**src/rtl/char_store_seq_pkg.sv**
```systemverilog
// Shared types and defaults for the character/tensor buffer address sequencers.
package char_store_seq_pkg;
  localparam int CSS_ADDR_WIDTH = 4;
  localparam int CSS_DATA_WIDTH = 8;

  typedef enum logic {
    IDLE = 1'b0,
    RUN  = 1'b1
  } char_seq_state_t;
endpackage

```
**src/rtl/char_store_seq_if.sv**
```systemverilog
// Stream-in / buffer-write bundle for the write-side sequencer.
interface char_store_seq_if
  import char_store_seq_pkg::*;
#(
  parameter int ADDR_WIDTH = CSS_ADDR_WIDTH,
  parameter int DATA_WIDTH = CSS_DATA_WIDTH
);
  logic                  start;
  logic                  abort;
  logic [ADDR_WIDTH-1:0] start_addr;
  logic [ADDR_WIDTH-1:0] end_addr;
  logic [ADDR_WIDTH-1:0] stride;
  logic                  in_valid;
  logic [DATA_WIDTH-1:0] in_data;
  logic                  in_ready;
  logic                  mem_we;
  logic [ADDR_WIDTH-1:0] mem_addr;
  logic [DATA_WIDTH-1:0] mem_wdata;
  logic                  busy;
  logic                  done;
  logic                  err;
  logic [ADDR_WIDTH:0]   word_count;

  modport master (
    output start, abort, start_addr, end_addr, stride, in_valid, in_data,
    input  in_ready, mem_we, mem_addr, mem_wdata, busy, done, err, word_count
  );

  modport slave (
    input  start, abort, start_addr, end_addr, stride, in_valid, in_data,
    output in_ready, mem_we, mem_addr, mem_wdata, busy, done, err, word_count
  );
endinterface

```
**src/rtl/char_store_seq_addr_step.sv**
```systemverilog
// Strided address step with overflow-safe last-address detection; shared with read-side incrementers.
module char_addr_step
  import char_store_seq_pkg::*;
#(
  parameter int ADDR_WIDTH = CSS_ADDR_WIDTH
) (
  input  logic [ADDR_WIDTH-1:0] curr,
  input  logic [ADDR_WIDTH-1:0] stride,
  input  logic [ADDR_WIDTH-1:0] end_addr,
  output logic [ADDR_WIDTH-1:0] next_addr,
  output logic                  last
);
  // One extra bit so a step past the top of the address space is seen as "beyond end".
  logic [ADDR_WIDTH:0] sum;

  assign sum       = {1'b0, curr} + {1'b0, stride};
  assign next_addr = sum[ADDR_WIDTH-1:0];
  assign last      = (curr == end_addr) | (sum > {1'b0, end_addr});
endmodule

```
**src/rtl/char_store_seq.sv**
```systemverilog
// Write-side address sequencer: stores a valid/ready stream at start, start+stride, ... end.
//   state | meaning
//   IDLE  | waiting for start; cfg checked, err updated
//   RUN   | accepting beats, one registered write per accepted beat
module char_store_seq
  import char_store_seq_pkg::*;
#(
  parameter int ADDR_WIDTH = CSS_ADDR_WIDTH,
  parameter int DATA_WIDTH = CSS_DATA_WIDTH
) (
  input logic             clk,
  input logic             rst_n,
  char_store_seq_if.slave bus
);
  char_seq_state_t       state;
  logic [ADDR_WIDTH-1:0] curr;
  logic [ADDR_WIDTH-1:0] end_r;
  logic [ADDR_WIDTH-1:0] stride_r;
  logic [ADDR_WIDTH-1:0] next_addr;
  logic                  last;
  logic                  accept;
  logic                  mem_we_r;
  logic [ADDR_WIDTH-1:0] mem_addr_r;
  logic [DATA_WIDTH-1:0] mem_wdata_r;
  logic                  done_r;
  logic                  err_r;
  logic [ADDR_WIDTH:0]   word_count_r;

  char_addr_step #(.ADDR_WIDTH(ADDR_WIDTH)) u_step (
    .curr      (curr),
    .stride    (stride_r),
    .end_addr  (end_r),
    .next_addr (next_addr),
    .last      (last)
  );

  assign bus.in_ready   = (state == RUN) & ~bus.abort;
  assign accept         = bus.in_valid & bus.in_ready;
  assign bus.busy       = (state == RUN);
  assign bus.mem_we     = mem_we_r;
  assign bus.mem_addr   = mem_addr_r;
  assign bus.mem_wdata  = mem_wdata_r;
  assign bus.done       = done_r;
  assign bus.err        = err_r;
  assign bus.word_count = word_count_r;

  always_ff @(posedge clk or negedge rst_n) begin
    if (!rst_n) begin
      state        <= IDLE;
      curr         <= '0;
      end_r        <= '0;
      stride_r     <= '0;
      mem_we_r     <= 1'b0;
      mem_addr_r   <= '0;
      mem_wdata_r  <= '0;
      done_r       <= 1'b0;
      err_r        <= 1'b0;
      word_count_r <= '0;
    end else begin
      mem_we_r <= 1'b0;
      done_r   <= 1'b0;
      unique case (state)
        IDLE: begin
          if (bus.start) begin
            word_count_r <= '0;
            if (bus.start_addr > bus.end_addr) begin
              err_r <= 1'b1;
            end else begin
              err_r    <= 1'b0;
              curr     <= bus.start_addr;
              end_r    <= bus.end_addr;
              stride_r <= (bus.stride == '0) ? ADDR_WIDTH'(1) : bus.stride;
              state    <= RUN;
            end
          end
        end
        RUN: begin
          if (bus.abort) begin
            state <= IDLE;
          end else if (accept) begin
            mem_we_r     <= 1'b1;
            mem_addr_r   <= curr;
            mem_wdata_r  <= bus.in_data;
            word_count_r <= word_count_r + (ADDR_WIDTH+1)'(1);
            if (last) begin
              done_r <= 1'b1;
              state  <= IDLE;
            end else begin
              curr <= next_addr;
            end
          end
        end
        default: state <= IDLE;
      endcase
    end
  end
endmodule

```
**src/flat_wrapper.sv**
```systemverilog
// flat-port wrapper written by rule: the top's interface ports become plain ports
module char_store_seq_flat import char_store_seq_pkg::*;
#(
  parameter int ADDR_WIDTH = CSS_ADDR_WIDTH,
  parameter int DATA_WIDTH = CSS_DATA_WIDTH
)
  (clk, rst_n, bus_start, bus_abort, bus_start_addr, bus_end_addr, bus_stride, bus_in_valid, bus_in_data, bus_in_ready, bus_mem_we, bus_mem_addr, bus_mem_wdata, bus_busy, bus_done, bus_err, bus_word_count);
  char_store_seq_if #(.ADDR_WIDTH(ADDR_WIDTH), .DATA_WIDTH(DATA_WIDTH)) bus_i ();
  input logic clk;
  input logic rst_n;
  input wire logic [$bits(bus_i.start)-1:0] bus_start;
  input wire logic [$bits(bus_i.abort)-1:0] bus_abort;
  input wire logic [$bits(bus_i.start_addr)-1:0] bus_start_addr;
  input wire logic [$bits(bus_i.end_addr)-1:0] bus_end_addr;
  input wire logic [$bits(bus_i.stride)-1:0] bus_stride;
  input wire logic [$bits(bus_i.in_valid)-1:0] bus_in_valid;
  input wire logic [$bits(bus_i.in_data)-1:0] bus_in_data;
  output wire logic [$bits(bus_i.in_ready)-1:0] bus_in_ready;
  output wire logic [$bits(bus_i.mem_we)-1:0] bus_mem_we;
  output wire logic [$bits(bus_i.mem_addr)-1:0] bus_mem_addr;
  output wire logic [$bits(bus_i.mem_wdata)-1:0] bus_mem_wdata;
  output wire logic [$bits(bus_i.busy)-1:0] bus_busy;
  output wire logic [$bits(bus_i.done)-1:0] bus_done;
  output wire logic [$bits(bus_i.err)-1:0] bus_err;
  output wire logic [$bits(bus_i.word_count)-1:0] bus_word_count;
  assign bus_i.start = bus_start;
  assign bus_i.abort = bus_abort;
  assign bus_i.start_addr = bus_start_addr;
  assign bus_i.end_addr = bus_end_addr;
  assign bus_i.stride = bus_stride;
  assign bus_i.in_valid = bus_in_valid;
  assign bus_i.in_data = bus_in_data;
  assign bus_in_ready = bus_i.in_ready;
  assign bus_mem_we = bus_i.mem_we;
  assign bus_mem_addr = bus_i.mem_addr;
  assign bus_mem_wdata = bus_i.mem_wdata;
  assign bus_busy = bus_i.busy;
  assign bus_done = bus_i.done;
  assign bus_err = bus_i.err;
  assign bus_word_count = bus_i.word_count;
  char_store_seq #(.ADDR_WIDTH(ADDR_WIDTH), .DATA_WIDTH(DATA_WIDTH)) u_core (.clk(clk), .rst_n(rst_n), .bus(bus_i));
endmodule
```
**config.mk**
```make
export PLATFORM = sky130hd
export DESIGN_NAME = char_store_seq_flat
export DESIGN_NICKNAME = d
export VERILOG_FILES = /design/src/rtl/char_store_seq_pkg.sv /design/src/rtl/char_store_seq_if.sv /design/src/rtl/char_store_seq_addr_step.sv /design/src/rtl/char_store_seq.sv /design/src/flat_wrapper.sv
export SDC_FILE = /design/constraint.sdc
export NUM_CORES = 1
export LEC_CHECK = 0
export CORE_ASPECT_RATIO = 0.6
export CORE_UTILIZATION = 49
export CTS_BUF_LIST = sky130_fd_sc_hd__clkbuf_8
export CTS_CLUSTER_DIAMETER = 50
export CTS_CLUSTER_SIZE = 20
export DETAILED_ROUTE_END_ITERATION = 7
export HOLD_SLACK_MARGIN = 0.06
export PLACE_DENSITY = 0.81
export REMOVE_ABC_BUFFERS = 1
export SLEW_MARGIN = 20
export SYNTH_ARGS = -nofsm -noshare
export SYNTH_HDL_FRONTEND = slang
export SYNTH_SLANG_ARGS = --single-unit
export TNS_END_PERCENT = 100
```
**constraint.sdc**
```tcl
create_clock -name clk -period 3.15 [get_ports clk]
set_input_delay 0.945 -clock clk [delete_from_list [all_inputs] [get_ports clk]]
set_output_delay 0.945 -clock clk [all_outputs]
set_load 0.02 [all_outputs]
```
==> impl_metrics.ini, run 1 <==
[run]
timing.max_cap.violations = 0

[drt]
num_vias = 1297
drt-initial-drc-count = 82
post_drt_wl_per_cell_um = 14.0
drt_first_pass_iters = 4
maxUsedRoutingLayer = met4
viasPerCell = 4.97
drt_drc_violations_left = 0
met3_routed_wl_um = 172
detail_route.wirelength.met1_um = 1770
final_antenna_net_count = 0
wl_met2_um = 1690
detail_route.wirelength_um = 3640

[sta]
final-hold-violation-count = 0
worst_skew_ns = 0.00518
max_freq_mhz = 342
fin_hold_ws_ns = 0.475
finalSetupTns_ns = 0
headroom_to_the_max_slew_limit_pct = 72.2
post-route-min-period_ns = 2.92
postLayoutSetupSlackWorst_ns = 0.226
drv_slew = 0
grt_setup_unrepaired = false
transition_time_at_the_pin_with_the_least_slew_margin_ns = 0.417
finalCritPeriodShare_pct = 92.8
setup_viol = 0

[setup_path]
cp.arrival_ns = 3.09
path_cells = ha_1, fa_1, xor2_1, ha_1, a21o_1, a211oi_2, o211ai_2, o22ai_4, mux2_2
crit_family = adder cells
timing.critical_path.mode_cell = sky130_fd_sc_hd__ha_1
critical_path_peak_fanout = 4
required_ns = 3.31
cpPeakStageDelay_ns = 0.42
end_kind = register
critPathSlowestCell = sky130_fd_sc_hd__dfrtp_1
ws_path_type = register to register
crit_buf_inv = 0
setup.worst_path.start_class = register

[pwr]
power_density_nw_per_um2 = 1050
power.static_leakage_uw = 0.00115
worst_ir_drop_vdd_mv = 0.626

[synth]
synth-edff-count = 0
synth.yosys.seq_area_share_pct = 48.2
synth_top_flop_cell = sky130_fd_sc_hd__dfrtp_1
synth.lib_cells_used.distinct = 33
synth.most_common_cell = sky130_fd_sc_hd__nand2_1
post_synth_instance_area_um2 = 1710
ys_top_cells_by_area = sky130_fd_sc_hd__dfrtp_1, sky130_fd_sc_hd__ha_1, sky130_fd_sc_hd__nand2_1
synth_cells = 161
netlist_top_cells_count = sky130_fd_sc_hd__nand2_1, sky130_fd_sc_hd__dfrtp_1, sky130_fd_sc_hd__ha_1
yosysTopAreaCell = sky130_fd_sc_hd__dfrtp_1
synth_warnings = 0
synthDominantCellAreaShare_pct = 48.2
postSynthRegisterBits = 33
syn_avg_cell_area_um2 = 10.6
ys_async_sr_fraction_pct = 100

[clock_network]
root_buffer = sky130_fd_sc_hd__clkbuf_8
number_of_buffers_created_by_cts = 5
clockBufferDepth = 2
clk-insertion-delay-late_ns = 0.28
path_clk_slew_ns = 0.06
cts.repair_timing.setup_buffer_count = 0
cts_num_sinks = 33
tritoncts_clock_tree = yes
ctsHtreeMaxLevel = 2

[floorplanning]
io_pins = 47
area_inside_the_core_boundary_um2 = 3300
die_x_um = 78.4
die_height_um = 47.8
die_area_um2 = 3750
rows = 16
floorplan.initialDensity_pct = 51.9

[grt]
groute.usage.overall_pct = 22.2
via_count_of_the_first_global_routing_pass = 1286
grt_overflow = 0
grt_first_pass_wirelength_um = 5930
grt_max_degree = 34
antenna_found_initial = 0

[cells_and_area]
drive_above_1_share_pct = 13.4
num_antenna_cells = 0
area_growth_syn_to_layout_pct = 37.8
final_nets = 254
design_area_um2 = 2360
final_standard_cell_utilization_of_the_core_pct = 71.5

[status]
outcome = finished, final reports clean

[place]
detailedPlace.worstSlack_ns = 0.0588
routabilityCongestion = 0.865
placement.io_buffers = 46
post_place_cell_area_um2 = 2240
place.detailed.hpwl_um = 2760

[worst_hold_path]
hold_path_class = register to register
cell usage in the layout (no fill, tap or decap), types with 3 or more instances in the layout:
| cell type | synthesis | final |
|---|---|---|
| sky130_fd_sc_hd__a21o_1 | 4 | 4 |
| sky130_fd_sc_hd__buf_4 | 1 | 4 |
| sky130_fd_sc_hd__clkbuf_8 | 0 | 6 |
| sky130_fd_sc_hd__clkdlybuf4s50_1 | 0 | 45 |
| sky130_fd_sc_hd__dfrtp_1 | 33 | 33 |
| sky130_fd_sc_hd__ha_1 | 13 | 13 |
| sky130_fd_sc_hd__inv_1 | 10 | 11 |
| sky130_fd_sc_hd__mux2_2 | 9 | 9 |
| sky130_fd_sc_hd__mux2i_1 | 5 | 5 |
| sky130_fd_sc_hd__nand2_1 | 39 | 39 |
| sky130_fd_sc_hd__nand4_1 | 3 | 3 |
| sky130_fd_sc_hd__nor2_1 | 6 | 6 |
| sky130_fd_sc_hd__o21ai_0 | 4 | 4 |
| sky130_fd_sc_hd__xnor2_1 | 5 | 5 |
| sky130_fd_sc_hd__xor2_1 | 4 | 4 |
per-stage QoR:
stage	std cells	total power [µW]
2_1_floorplan	158	1620
5_1_grt	261	2690
3_5_place_dp	253	2070
6_report	261	2470
4_1_cts	261	2490
3_3_place_gp	253	2010
area by class of cell:
class,instances,area [µm²]
Timing Repair Buffer,50,493
Inverter,10,37.5
Tap cell,45,56.3
Clock inverter,2,33.8
Multi-Input combinational cell,115,833
Fill cell,243,941
Sequential cell,33,826
Clock buffer,6,82.6
worst register-to-register path: stages, from the launching register on:
cell and delay, ns:
sky130_fd_sc_hd__dfrtp_1 0.42, sky130_fd_sc_hd__ha_1 0.24, sky130_fd_sc_hd__fa_1 0.40, sky130_fd_sc_hd__xor2_1 0.25, sky130_fd_sc_hd__ha_1 0.30, sky130_fd_sc_hd__a21o_1 0.19, sky130_fd_sc_hd__a211oi_2 0.23, sky130_fd_sc_hd__o211ai_2 0.17
sky130_fd_sc_hd__o22ai_4 0.24, sky130_fd_sc_hd__mux2_2 0.37
registers in the layout (all words and copies together), names as in the netlist:
register and flops:
u_core.bus.busy 1, u_core.bus.done 1, u_core.bus.err 1, u_core.bus.mem_addr 4, u_core.bus.mem_wdata 8, u_core.bus.mem_we 1, u_core.bus.word_count 5, u_core.curr 4
u_core.end_r 4, u_core.stride_r 4
kinds of logic (layout without fill, tap and decap cells):
group / count (synthesis) / count (layout) / share of synthesized area, %
flops: 33 / 33 / 48.2
fa+ha+maj: 14 / 14 / 10.7
compound gates: 17 / 17 / 8.03
simple gates: 61 / 61 / 16.5
buf+inv: 13 / 68 / 3.21
mux: 14 / 14 / 8.83
xor+xnor: 9 / 9 / 4.60
where the power goes:
group	switching (µW)	internal [µW]
Clock	146	254
Sequential	149	604
Combinational	660	659
Total	956	1520
final timing paths:
kind	slack [ns]	start	depth (start not counted)	endpoint
max	0.23	u_core.curr[0]$_DFFE_PN0P_	9	u_core.curr[3]$_DFFE_PN0P_
min	0.47	u_core.bus.mem_wdata[0]$_DFFE_PN0P_	2	u_core.bus.mem_wdata[0]$_DFFE_PN0P_
max reg2reg	0.23	u_core.curr[0]$_DFFE_PN0P_	9	u_core.curr[3]$_DFFE_PN0P_
min reg2reg	0.47	u_core.bus.mem_wdata[0]$_DFFE_PN0P_	2	u_core.bus.mem_wdata[0]$_DFFE_PN0P_
max in group asynchronous	1.77	rst_n	2	u_core.stride_r[1]$_DFFE_PN0P_
min in group asynchronous	1.07	rst_n	2	u_core.end_r[0]$_DFFE_PN0P_
metal layers:
| layer | vias to the layer above | track usage [%] |
|---|---|---|
| met5 | - | 0 |
| met4 | 0 | 6.30 |
| met3 | 3 | 7.24 |
| met2 | 31 | 37.9 |
| met1 | 614 | 28.2 |
| li1 | 649 | - |
what timing repair did:
action                                 in CTS  in global routing
setup endpoints to repair                   0                  1
endpoints found under the hold margin       0                  0
hold buffers                                0                  0
gates resized for setup                     0                  1
Note: power is estimated with default switching activity, not from simulation.
==> inputs of run 2 (changes only) <==
--- a/config.mk
+++ b/config.mk
@@ -6,14 +6,16 @@
 export NUM_CORES = 1
 export LEC_CHECK = 0
 export CORE_ASPECT_RATIO = 0.6
-export CORE_UTILIZATION = 49
+export CORE_MARGIN = 3
+export CORE_UTILIZATION = 50
 export CTS_BUF_LIST = sky130_fd_sc_hd__clkbuf_8
 export CTS_CLUSTER_DIAMETER = 50
 export CTS_CLUSTER_SIZE = 20
 export DETAILED_ROUTE_END_ITERATION = 7
+export DONT_BUFFER_PORTS = 1
 export HOLD_SLACK_MARGIN = 0.06
-export PLACE_DENSITY = 0.81
 export REMOVE_ABC_BUFFERS = 1
+export SKIP_CTS_REPAIR_TIMING = 1
 export SLEW_MARGIN = 20
 export SYNTH_ARGS = -nofsm -noshare
 export SYNTH_HDL_FRONTEND = slang
==> run 2 against run 1 <==
Worst hold slack got worse by 0.12 ns. Sequential cell count did not move. Clock power is 24% lower. Register-to-register slack worse by 0.03 ns. Clock skew barely moved. Die area up 12%. Via count is 14% lower. Maximum frequency fell by 0.85%. Core utilization decreased by 11 points. Cell count down 20%. Count of clock-buffer cells in the layout down 1.
==> impl_metrics.ini, run 2 (synthesized netlist as in run 1, its figures left out) <==
[status]
outcome = finished, final reports clean

[grt]
via_count_of_the_first_global_routing_pass = 1187
antenna_found_initial = 0
grt_first_pass_wirelength_um = 5780
grt_max_degree = 34
grt_overflow = 0
groute.usage.overall_pct = 18.5

[drt]
drt_drc_violations_left = 0
post_drt_wl_per_cell_um = 16.3
drt-initial-drc-count = 47
final_antenna_net_count = 0
viasPerCell = 5.35
detail_route.wirelength_um = 3410
drt_first_pass_iters = 4
num_vias = 1119

[setup_path]
critical_path_peak_fanout = 4
crit_family = adder cells
timing.critical_path.mode_cell = sky130_fd_sc_hd__ha_1
cpPeakStageDelay_ns = 0.42
setup.worst_path.start_class = register
required_ns = 3.31
end_kind = register
crit_buf_inv = 0
setup.worst_path.start = u_core.curr[0]$_DFFE_PN0P_
path_cells = ha_1, fa_1, xor2_1, ha_1, a21o_1, a211oi_2, o211ai_2, o22ai_4, mux2_2
ws_path_type = register to register
cp.arrival_ns = 3.11
worst_r2r_startpoint = u_core.curr[0]$_DFFE_PN0P_
critPathSlowestCell = sky130_fd_sc_hd__dfrtp_1

[sta]
grt_setup_unrepaired = false
post-route-min-period_ns = 2.95
finalSetupTns_ns = 0
headroom_to_the_max_slew_limit_pct = 66.9
setup_viol = 0
fin_hold_ws_ns = 0.353
finalCritPeriodShare_pct = 93.6
transition_time_at_the_pin_with_the_least_slew_margin_ns = 0.496
final-hold-violation-count = 0
max_freq_mhz = 339
drv_slew = 0
worst_skew_ns = 0.00534

[clock_network]
root_buffer = sky130_fd_sc_hd__clkbuf_8
path_clk_slew_ns = 0.07
clockBufferDepth = 2
number_of_buffers_created_by_cts = 5
tritoncts_clock_tree = yes
ctsHtreeMaxLevel = 2
cts_num_sinks = 33
clk-insertion-delay-late_ns = 0.28

[pwr]
power.static_leakage_uw = 0.000931
power.sequential.fraction_pct = 42.0
power_density_nw_per_um2 = 1160
worst_ir_drop_vdd_mv = 0.530
share_clk_of_total_power_pct = 14.2
power_frac_comb_pct = 43.8
intPower_uw = 1210
netSwitchingPower_uw = 917
power.switching_fraction_pct = 43.1

[place]
placement.io_buffers = 0
place.detailed.hpwl_um = 2670
routabilityCongestion = 0.829

[cells_and_area]
drive_above_1_share_pct = 15.6
area_growth_syn_to_layout_pct = 7.30
final_common_cell = sky130_fd_sc_hd__nand2_1
multi_input_comb_area_um2 = 833
fillerInstances = 277
most-common-layout-cells = sky130_fd_sc_hd__nand2_1, sky130_fd_sc_hd__dfrtp_1, sky130_fd_sc_hd__ha_1
num_antenna_cells = 0
largest_reg_flops = 8
sequential_cell_area_um2 = 826
final_nets = 205

[floorplanning]
rows = 15
io_pins = 47
floorplan.initialDensity_pct = 56.0
die_x_um = 81.6
area_inside_the_core_boundary_um2 = 3060
die_height_um = 51.4
die_area_um2 = 4190

[worst_hold_path]
hold_path_class = input pin to async pin

[run]
timing.max_cap.violations = 0
==> run 2: cell count changes in the layout (fill, tap and decap cells not counted) <==
| cell | delta |
|---|---|
| sky130_fd_sc_hd__dlymetal6s2s_1 | -1 |
| sky130_fd_sc_hd__buf_4 | -3 |
| sky130_fd_sc_hd__bufinv_16 | -1 |
| sky130_fd_sc_hd__clkdlybuf4s50_1 | -45 |
| sky130_fd_sc_hd__clkbuf_8 | -1 |
| sky130_fd_sc_hd__clkinv_2 | +2 |
==> run 2: stage by stage <==
| stage | instances | worst slack [ns] | total power (µW) | utilization, % | area, µm² |
|---|---|---|---|---|---|
| 3_5_place_dp | 201 | 0.219 | 1840 | 57.4 | 1760 |
| 6_report | 209 | 0.201 | 2130 | 60.1 | 1840 |
| 4_1_cts | 209 | 0.204 | 2150 | 60.1 | 1840 |
| 3_3_place_gp | 201 | 0.359 | 1810 | 57.4 | 1760 |
| 5_1_grt | 209 | 0.0390 | 2320 | 60.1 | 1840 |
| 2_1_floorplan | 158 | 0.486 | 1620 | - | 1700 |
==> run 2: path summary, 6_finish.rpt <==
kind                                                         to  cells after the start  slack, ns
min                        u_core.bus.word_count[4]$_DFFE_PN0P_                      0       0.35
min in group clk                 u_core.stride_r[3]$_DFFE_PN0P_                      1       0.52
max                                  u_core.curr[1]$_DFFE_PN0P_                      9       0.20
max in group asynchronous           u_core.end_r[3]$_DFFE_PN0P_                      0       2.71
min reg2reg                      u_core.stride_r[3]$_DFFE_PN0P_                      1       0.52
max reg2reg                          u_core.curr[1]$_DFFE_PN0P_                      9       0.20
==> run 2: final cells by class <==
| cell class | count | share of cell area [%] |
|---|---|---|
| Clock buffer | 5 | 3.74 |
| Clock inverter | 3 | 0.748 |
| Inverter | 10 | 2.04 |
| Multi-Input combinational cell | 115 | 45.3 |
| Sequential cell | 33 | 44.9 |
| Tap cell | 42 | 2.86 |
| Timing Repair Buffer | 1 | 0.408 |
==> run 2: per-layer routing <==
metal	vias to the layer above	global-route usage (%)	routed length, µm
met3	0	8.80	303
li1	551	-	-
met5	-	0	0
met4	0	3.31	0
met1	533	26.0	1730
met2	35	26.1	1380
==> run 2: power groups by stage <==
stage	logic (µW)	clock network [µW]	registers, µW
final	931	303	893
after global placement	912	0	899
after global routing	1060	333	922
after CTS	939	310	898
after detailed placement	938	0	902
after floorplan	767	0	853
